<file path="config.mk">
export PLATFORM = sky130hd
export DESIGN_NAME = mem_access_ctrl
export DESIGN_NICKNAME = d
export VERILOG_FILES = /design/src/rtl/mem_access_ctrl.sv
export SDC_FILE = /design/constraint.sdc
export NUM_CORES = 1
export LEC_CHECK = 0
export BUFFER_PORTS_ARGS = -buffer_cell sky130_fd_sc_hd__buf_2
export CORE_ASPECT_RATIO = 0.75
export CORE_UTILIZATION = 45
export CTS_BUF_LIST = sky130_fd_sc_hd__clkbuf_16
export CTS_CLUSTER_DIAMETER = 50
export DETAILED_ROUTE_END_ITERATION = 8
export HOLD_SLACK_MARGIN = 0.06
export PLACE_DENSITY = 0.9
export REMOVE_ABC_BUFFERS = 1
export SYNTH_ARGS = -nofsm -noshare
export SYNTH_HDL_FRONTEND = slang
export SYNTH_SLANG_ARGS = --single-unit
export TNS_END_PERCENT = 1
</file>
<file path="constraint.sdc">
create_clock -name clk -period 7.1 [get_ports clk]
set_clock_uncertainty 0.05 [all_clocks]
set_input_delay 0.71 -clock clk [delete_from_list [all_inputs] [get_ports clk]]
set_output_delay 0.71 -clock clk [all_outputs]
set_load 0.005 [all_outputs]
</file>
<file path="src/rtl/mem_access_ctrl.sv">
// mem_access_ctrl: MEM-stage load/store sequencer for the DCache and IO buses.
// Ports: EX/MEM access in (is_dmem/io_info/size/sign/addr/wdata/flush), dc_*/io_* handshakes, mem_stall, ld_data/ld_valid/ale/io_err.
module mem_access_ctrl #(
  parameter int WORD       = 32,
  parameter int IO_TIMEOUT = 255
) (
  input  logic            clk,
  input  logic            rst,
  input  logic [1:0]      is_dmem,
  input  logic            io_info,
  input  logic [1:0]      size,
  input  logic            sign,
  input  logic            flush,
  input  logic [WORD-1:0] addr,
  input  logic [WORD-1:0] wdata,
  input  logic            dc_addr_ok,
  input  logic            dc_data_ok,
  input  logic [WORD-1:0] dc_rdata,
  input  logic            io_ready,
  input  logic [WORD-1:0] io_rdata,
  output logic            dc_req,
  output logic            dc_we,
  output logic [WORD-1:0] dc_addr,
  output logic [WORD-1:0] dc_wdata,
  output logic [3:0]      dc_wstrb,
  output logic            io_req,
  output logic            io_we,
  output logic [WORD-1:0] io_addr,
  output logic [WORD-1:0] io_wdata,
  output logic [3:0]      io_wstrb,
  output logic            mem_stall,
  output logic [WORD-1:0] ld_data,
  output logic            ld_valid,
  output logic            ale,
  output logic            io_err
);

  localparam int CW = $clog2(IO_TIMEOUT + 1);
  localparam logic [CW-1:0] TO_LAST = CW'(IO_TIMEOUT - 1);

  typedef enum logic [2:0] {
    IDLE,
    DC_REQ,
    DC_WAIT,
    IO_REQ,
    DONE
  } state_t;

  state_t state;
  state_t state_nx;

  logic [CW-1:0]   cnt;
  logic            kill;
  logic [WORD-1:0] req_addr;
  logic [WORD-1:0] req_wdata;
  logic [3:0]      req_strb;
  logic            req_we;
  logic [1:0]      req_size;
  logic            req_sign;

  logic            start;
  logic            misal;
  logic            busy;
  logic            killed;
  logic [3:0]      strb_nx;
  logic [WORD-1:0] wdata_nx;
  logic            cap;
  logic            timeout;
  logic [WORD-1:0] rdata_sel;
  logic [WORD-1:0] shifted;
  logic [WORD-1:0] ext;

  // Request decode and store lane formatting.
  always_comb begin
    start = is_dmem[1] & ~flush;
    misal = ((size == 2'b01) & addr[0]) |
            (size[1] & (|addr[1:0]));
    unique case (size)
      2'b00: begin
        strb_nx  = 4'b0001 << addr[1:0];
        wdata_nx = {(WORD/8){wdata[7:0]}};
      end
      2'b01: begin
        strb_nx  = 4'b0011 << {addr[1], 1'b0};
        wdata_nx = {(WORD/16){wdata[15:0]}};
      end
      default: begin
        strb_nx  = 4'b1111;
        wdata_nx = wdata;
      end
    endcase
  end

  // Next-state logic.
  always_comb begin
    state_nx  = state;
    cap       = 1'b0;
    timeout   = 1'b0;
    rdata_sel = dc_rdata;
    unique case (state)
      IDLE: begin
        if (start) begin
          if (misal)        state_nx = DONE;
          else if (io_info) state_nx = IO_REQ;
          else              state_nx = DC_REQ;
        end
      end
      DC_REQ: begin
        if (dc_addr_ok) begin
          if (dc_data_ok) begin
            state_nx = DONE;
            cap      = 1'b1;
          end else begin
            state_nx = DC_WAIT;
          end
        end
      end
      DC_WAIT: begin
        if (dc_data_ok) begin
          state_nx = DONE;
          cap      = 1'b1;
        end
      end
      IO_REQ: begin
        rdata_sel = io_rdata;
        // io_ready wins over a timeout in the same cycle.
        if (io_ready) begin
          state_nx = DONE;
          cap      = 1'b1;
        end else if (cnt == TO_LAST) begin
          state_nx = DONE;
          timeout  = 1'b1;
        end
      end
      DONE:    state_nx = IDLE;
      default: state_nx = IDLE;
    endcase
  end

  // Load alignment and extension from the latched request.
  always_comb begin
    shifted = rdata_sel >> {req_addr[1:0], 3'b000};
    unique case (req_size)
      2'b00:   ext = {{(WORD-8){req_sign & shifted[7]}}, shifted[7:0]};
      2'b01:   ext = {{(WORD-16){req_sign & shifted[15]}}, shifted[15:0]};
      default: ext = shifted;
    endcase
  end

  assign busy   = (state == DC_REQ) | (state == DC_WAIT) | (state == IO_REQ);
  // A flush on the completing cycle must also suppress the result.
  assign killed = kill | flush;

  assign mem_stall = ((state == IDLE) & start) | busy;

  assign dc_we    = dc_req & req_we;
  assign dc_addr  = {req_addr[WORD-1:2], 2'b00};
  assign dc_wdata = req_wdata;
  assign dc_wstrb = req_strb;
  assign io_we    = io_req & req_we;
  assign io_addr  = {req_addr[WORD-1:2], 2'b00};
  assign io_wdata = req_wdata;
  assign io_wstrb = req_strb;

  always_ff @(posedge clk) begin
    if (rst) begin
      state    <= IDLE;
      cnt      <= '0;
      kill     <= 1'b0;
      ld_data  <= '0;
      ld_valid <= 1'b0;
      ale      <= 1'b0;
      io_err   <= 1'b0;
      dc_req   <= 1'b0;
      io_req   <= 1'b0;
    end else begin
      state    <= state_nx;
      dc_req   <= (state_nx == DC_REQ);
      io_req   <= (state_nx == IO_REQ);
      kill     <= busy & (kill | flush);
      ld_valid <= 1'b0;
      ale      <= 1'b0;
      io_err   <= 1'b0;
      if ((state == IO_REQ) && (state_nx == IO_REQ))
        cnt <= cnt + 1'b1;
      else
        cnt <= '0;
      if ((state == IDLE) && start && misal)
        ale <= 1'b1;
      if (cap && !req_we) begin
        ld_data  <= ext;
        ld_valid <= ~killed;
      end
      if (timeout) begin
        ld_data <= '0;
        io_err  <= ~killed;
      end
    end
  end

  // Request fields stay frozen for the whole bus transaction.
  always_ff @(posedge clk) begin
    if ((state == IDLE) && start) begin
      req_addr  <= addr;
      req_wdata <= wdata_nx;
      req_strb  <= strb_nx;
      req_we    <= is_dmem[0];
      req_size  <= size;
      req_sign  <= sign;
    end
  end

endmodule

</file>
==> impl_metrics.ini <==
[floorplan]
die_y_um = 103
io-pin-count = 316
coreArea_sq_um = 13100
die_x_um = 136
rows = 36
die_area_sq_um = 14000
start_util_pct = 46.4

[pwr]
pwr_density_cell_nw_per_um2 = 238
ir_drop_uv = 150
leakage_uw = 0.00333
total_power_uw = 1810

[global_route]
antenna_found_initial = 3
grt_pass1_wl_um = 22500
grt_usage_pct = 21.6
gr-total-overflow = 0
grt_max_degree = 75
grt_pass1_vias = 4262

[worst_setup_path]
crit_start = state[2]$_SDFF_PP0_
crit_arrival_ps = 2440
rr_endpoint = ld_data[18]$_SDFFE_PP0P_
critical_path_class = flop to output pin
cpPeakStageDelay_ps = 830
crit_chain = nor4_1 > and2_4 > o21bai_1 > buf_2
required_ps = 6340
cpMaxStageDelayCell = and2_4
reg2reg_slack_ps = 3950
r2r_cells = 5
cp_max_fo = 74
startpoint_type = flop
r2r_start = state[2]$_SDFF_PP0_
cp-end-kind = output pin
crit_end = mem_stall

[placement]
portBuffers = 311
post-dp-hpwl_um = 11700
gp_congestion = 0.879
pre_cts_slack_ps = 3980

[route]
drc = 0
ant_nets = 0
vias_per_cell = 5.09
wirelength_um = 15900
drt_iter0_drc = 263
avgRoutedWirePerCell_um = 17.1
firstDrtPassIters = 5
num_vias = 4727

[final_layout]
post-route-util_pct = 58.2
final_nets = 884
layout-drive-gt1-share_pct = 50.3
area.growth.synth_to_final_pct = 25.3

[timing]
max_slew_margin_pct = 24.5
max_freq_mhz = 313
slew_viol_final = 0
setup_ws_ps = 3900
min_period_ps = 3200
post-route-period-util_pct = 45.1
tightest_slew_ps = 1120
rsz0062_at_grt = false
setup_viol = 0
timing.setup.tns_ps = 0
holdWs_ps = 396
finalHoldViolCount = 0

[hold_path]
hold_class = flop to flop

[cts]
cts_tree = yes
clkSlewWorstSetupHoldPaths_ps = 60
clock_sinks = 121
holdBufCountCts = 0
post_cts_resized = 0
cts-htree-levels = 4
cts-root-buf = clkbuf_16
cts_buffers = 17
clock_latency_ps = 400
postCtsSetupBuffers = 0
clockBufferDepth = 2

[run]
drv_cap = 0

[yosys]
ys_seq_area_share_pct = 51.6
synth.distinct_cells = 47
syn-mean-instance-area_sq_um = 11.4
postSynth.asyncResetShare_pct = 0
syn_area_sq_um = 6090
synth-main-ff-cell = edfxtp_1
yosysWarnings = 0
synth_edf_count = 72
postSynthCellCount = 532
yosys_register_bits = 121

[status]
status = finished, final reports clean
==> area by class of cell <==
cell class,count,area [sq um]
Multi-Input combinational cell,282,2080
Inverter,6,22.5
Tap cell,171,214
Timing Repair Buffer,314,1580
Clock inverter,15,153
Clock buffer,17,425
Fill cell,1129,5480
Antenna cell,3,7.51
Sequential cell,121,3140
==> power breakdown <==
group          total, uW  internal [uW]  switching [uW]
sequential           794            777            17.5
clock                841            517             324
combinational        179           88.4            90.4
total               1810           1380             432
==> cell families (layout without fill, tap and decap cells) <==
family                     after synthesis  count (layout)  share of synthesized area, %
adders and majority gates                2               2                         0.411
AOI/OAI and AO/OA                       98              98                          9.56
DFF                                    121             121                          51.6
buffers and inverters                  132             352                          14.6
xor gates and xnor gates                 6               6                         0.864
and+or+nand+nor                         92              92                          7.50
muxes                                   80              80                          15.4
other                                    1               7                        0.0616
==> state kept, by name, indices dropped and copies added (netlist names), 2 cells and up <==
register  flops
req_addr     32
cnt           8
state         3
dc_wstrb      4
ld_data      32
req_size      2
dc_wdata     32
==> synth_stat cells (all sizes together) (3+ instances only) <==
| master | instances | area share, % |
|---|---|---|
| mux4 | 9 | 3.3 |
| dfxtp | 49 | 16 |
| mux2i | 53 | 8.7 |
| and2 | 4 | 0.41 |
| clkbuf | 16 | 0.99 |
| xor2 | 3 | 0.43 |
| nand3 | 5 | 0.41 |
| nand2 | 23 | 1.4 |
| edfxtp | 72 | 36 |
| a31oi | 17 | 1.9 |
| a21oi | 23 | 1.9 |
| o21ai | 43 | 3.5 |
| mux2 | 18 | 3.3 |
| xnor2 | 3 | 0.43 |
| inv | 6 | 0.37 |
| o21bai | 5 | 0.62 |
| nand2b | 9 | 0.93 |
| buf | 110 | 13 |
| nor4 | 6 | 0.72 |
| nor2 | 29 | 1.8 |
==> critical path: cells and delay by family, from the launching register on <==
family / cells / cell delay, ps
AND/OR/NAND/NOR: 2 / 1230
flip-flops: 1 / 450
AO/OA/AOI/OAI: 1 / 210
buffers and inverters: 1 / 130
==> stage by stage <==
step | cells | cell area, sq um
2_1_floorplan | 409 | 5230
3_3_place_gp | 894 | 7040
3_5_place_dp | 894 | 7040
4_1_cts | 926 | 7620
5_1_grt | 929 | 7620
6_report | 929 | 7620
==> placed cells by master, fill, tap and decap left out, types with 2 or more instances in the layout <==
cell type | netlist | final
bufinv_16 | 0 | 2
o21bai_1 | 5 | 5
ha_1 | 2 | 2
and2_1 | 4 | 3
inv_6 | 0 | 2
nand3b_1 | 2 | 2
o211ai_1 | 2 | 2
nor2b_1 | 2 | 2
xor2_1 | 3 | 3
mux2_2 | 18 | 18
a31oi_1 | 16 | 16
clkbuf_16 | 0 | 17
mux4_2 | 9 | 9
inv_1 | 6 | 6
buf_4 | 100 | 3
nor4_1 | 5 | 5
conb_1 | 1 | 4
xnor2_1 | 3 | 3
o21ai_0 | 43 | 43
edfxtp_1 | 72 | 72
dfxtp_1 | 49 | 49
clkinv_2 | 0 | 3
nand4_1 | 2 | 2
nand2b_1 | 9 | 9
mux2i_1 | 53 | 53
a311oi_1 | 2 | 2
nand3_1 | 5 | 5
diode_2 | 0 | 3
a21oi_1 | 23 | 23
buf_2 | 7 | 311
clkinvlp_4 | 0 | 4
nand2_1 | 23 | 23
nor2_1 | 29 | 29
clkinv_4 | 0 | 3
nor3_1 | 2 | 2
==> metal layers <==
metal  wire, um  share of wire, %  vias to the layer above  global-route usage (%)
met5          0                 0                        -                       0
met1       6730                42                     2248                    28.9
met3       1130               7.1                       10                    5.11
li1           -                 -                     2247                       -
met4        155              0.98                        0                    7.61
met2       7870                50                      222                    34.5
==> worst min-delay path by stage <==
stage,start,end,slack [ps],depth (start not counted)
finish,kill$_SDFF_PP0_,ld_valid$_SDFF_PP0_,400,1
global route,addr[27],req_addr[27]$_DFFE_PP_,410,1
CTS,kill$_SDFF_PP0_,ld_valid$_SDFF_PP0_,400,1
detailed placement,kill$_SDFF_PP0_,ld_valid$_SDFF_PP0_,390,1
global placement,kill$_SDFF_PP0_,ld_valid$_SDFF_PP0_,380,1
floorplan,kill$_SDFF_PP0_,ld_valid$_SDFF_PP0_,350,1
(Power assumes the default switching activity.)
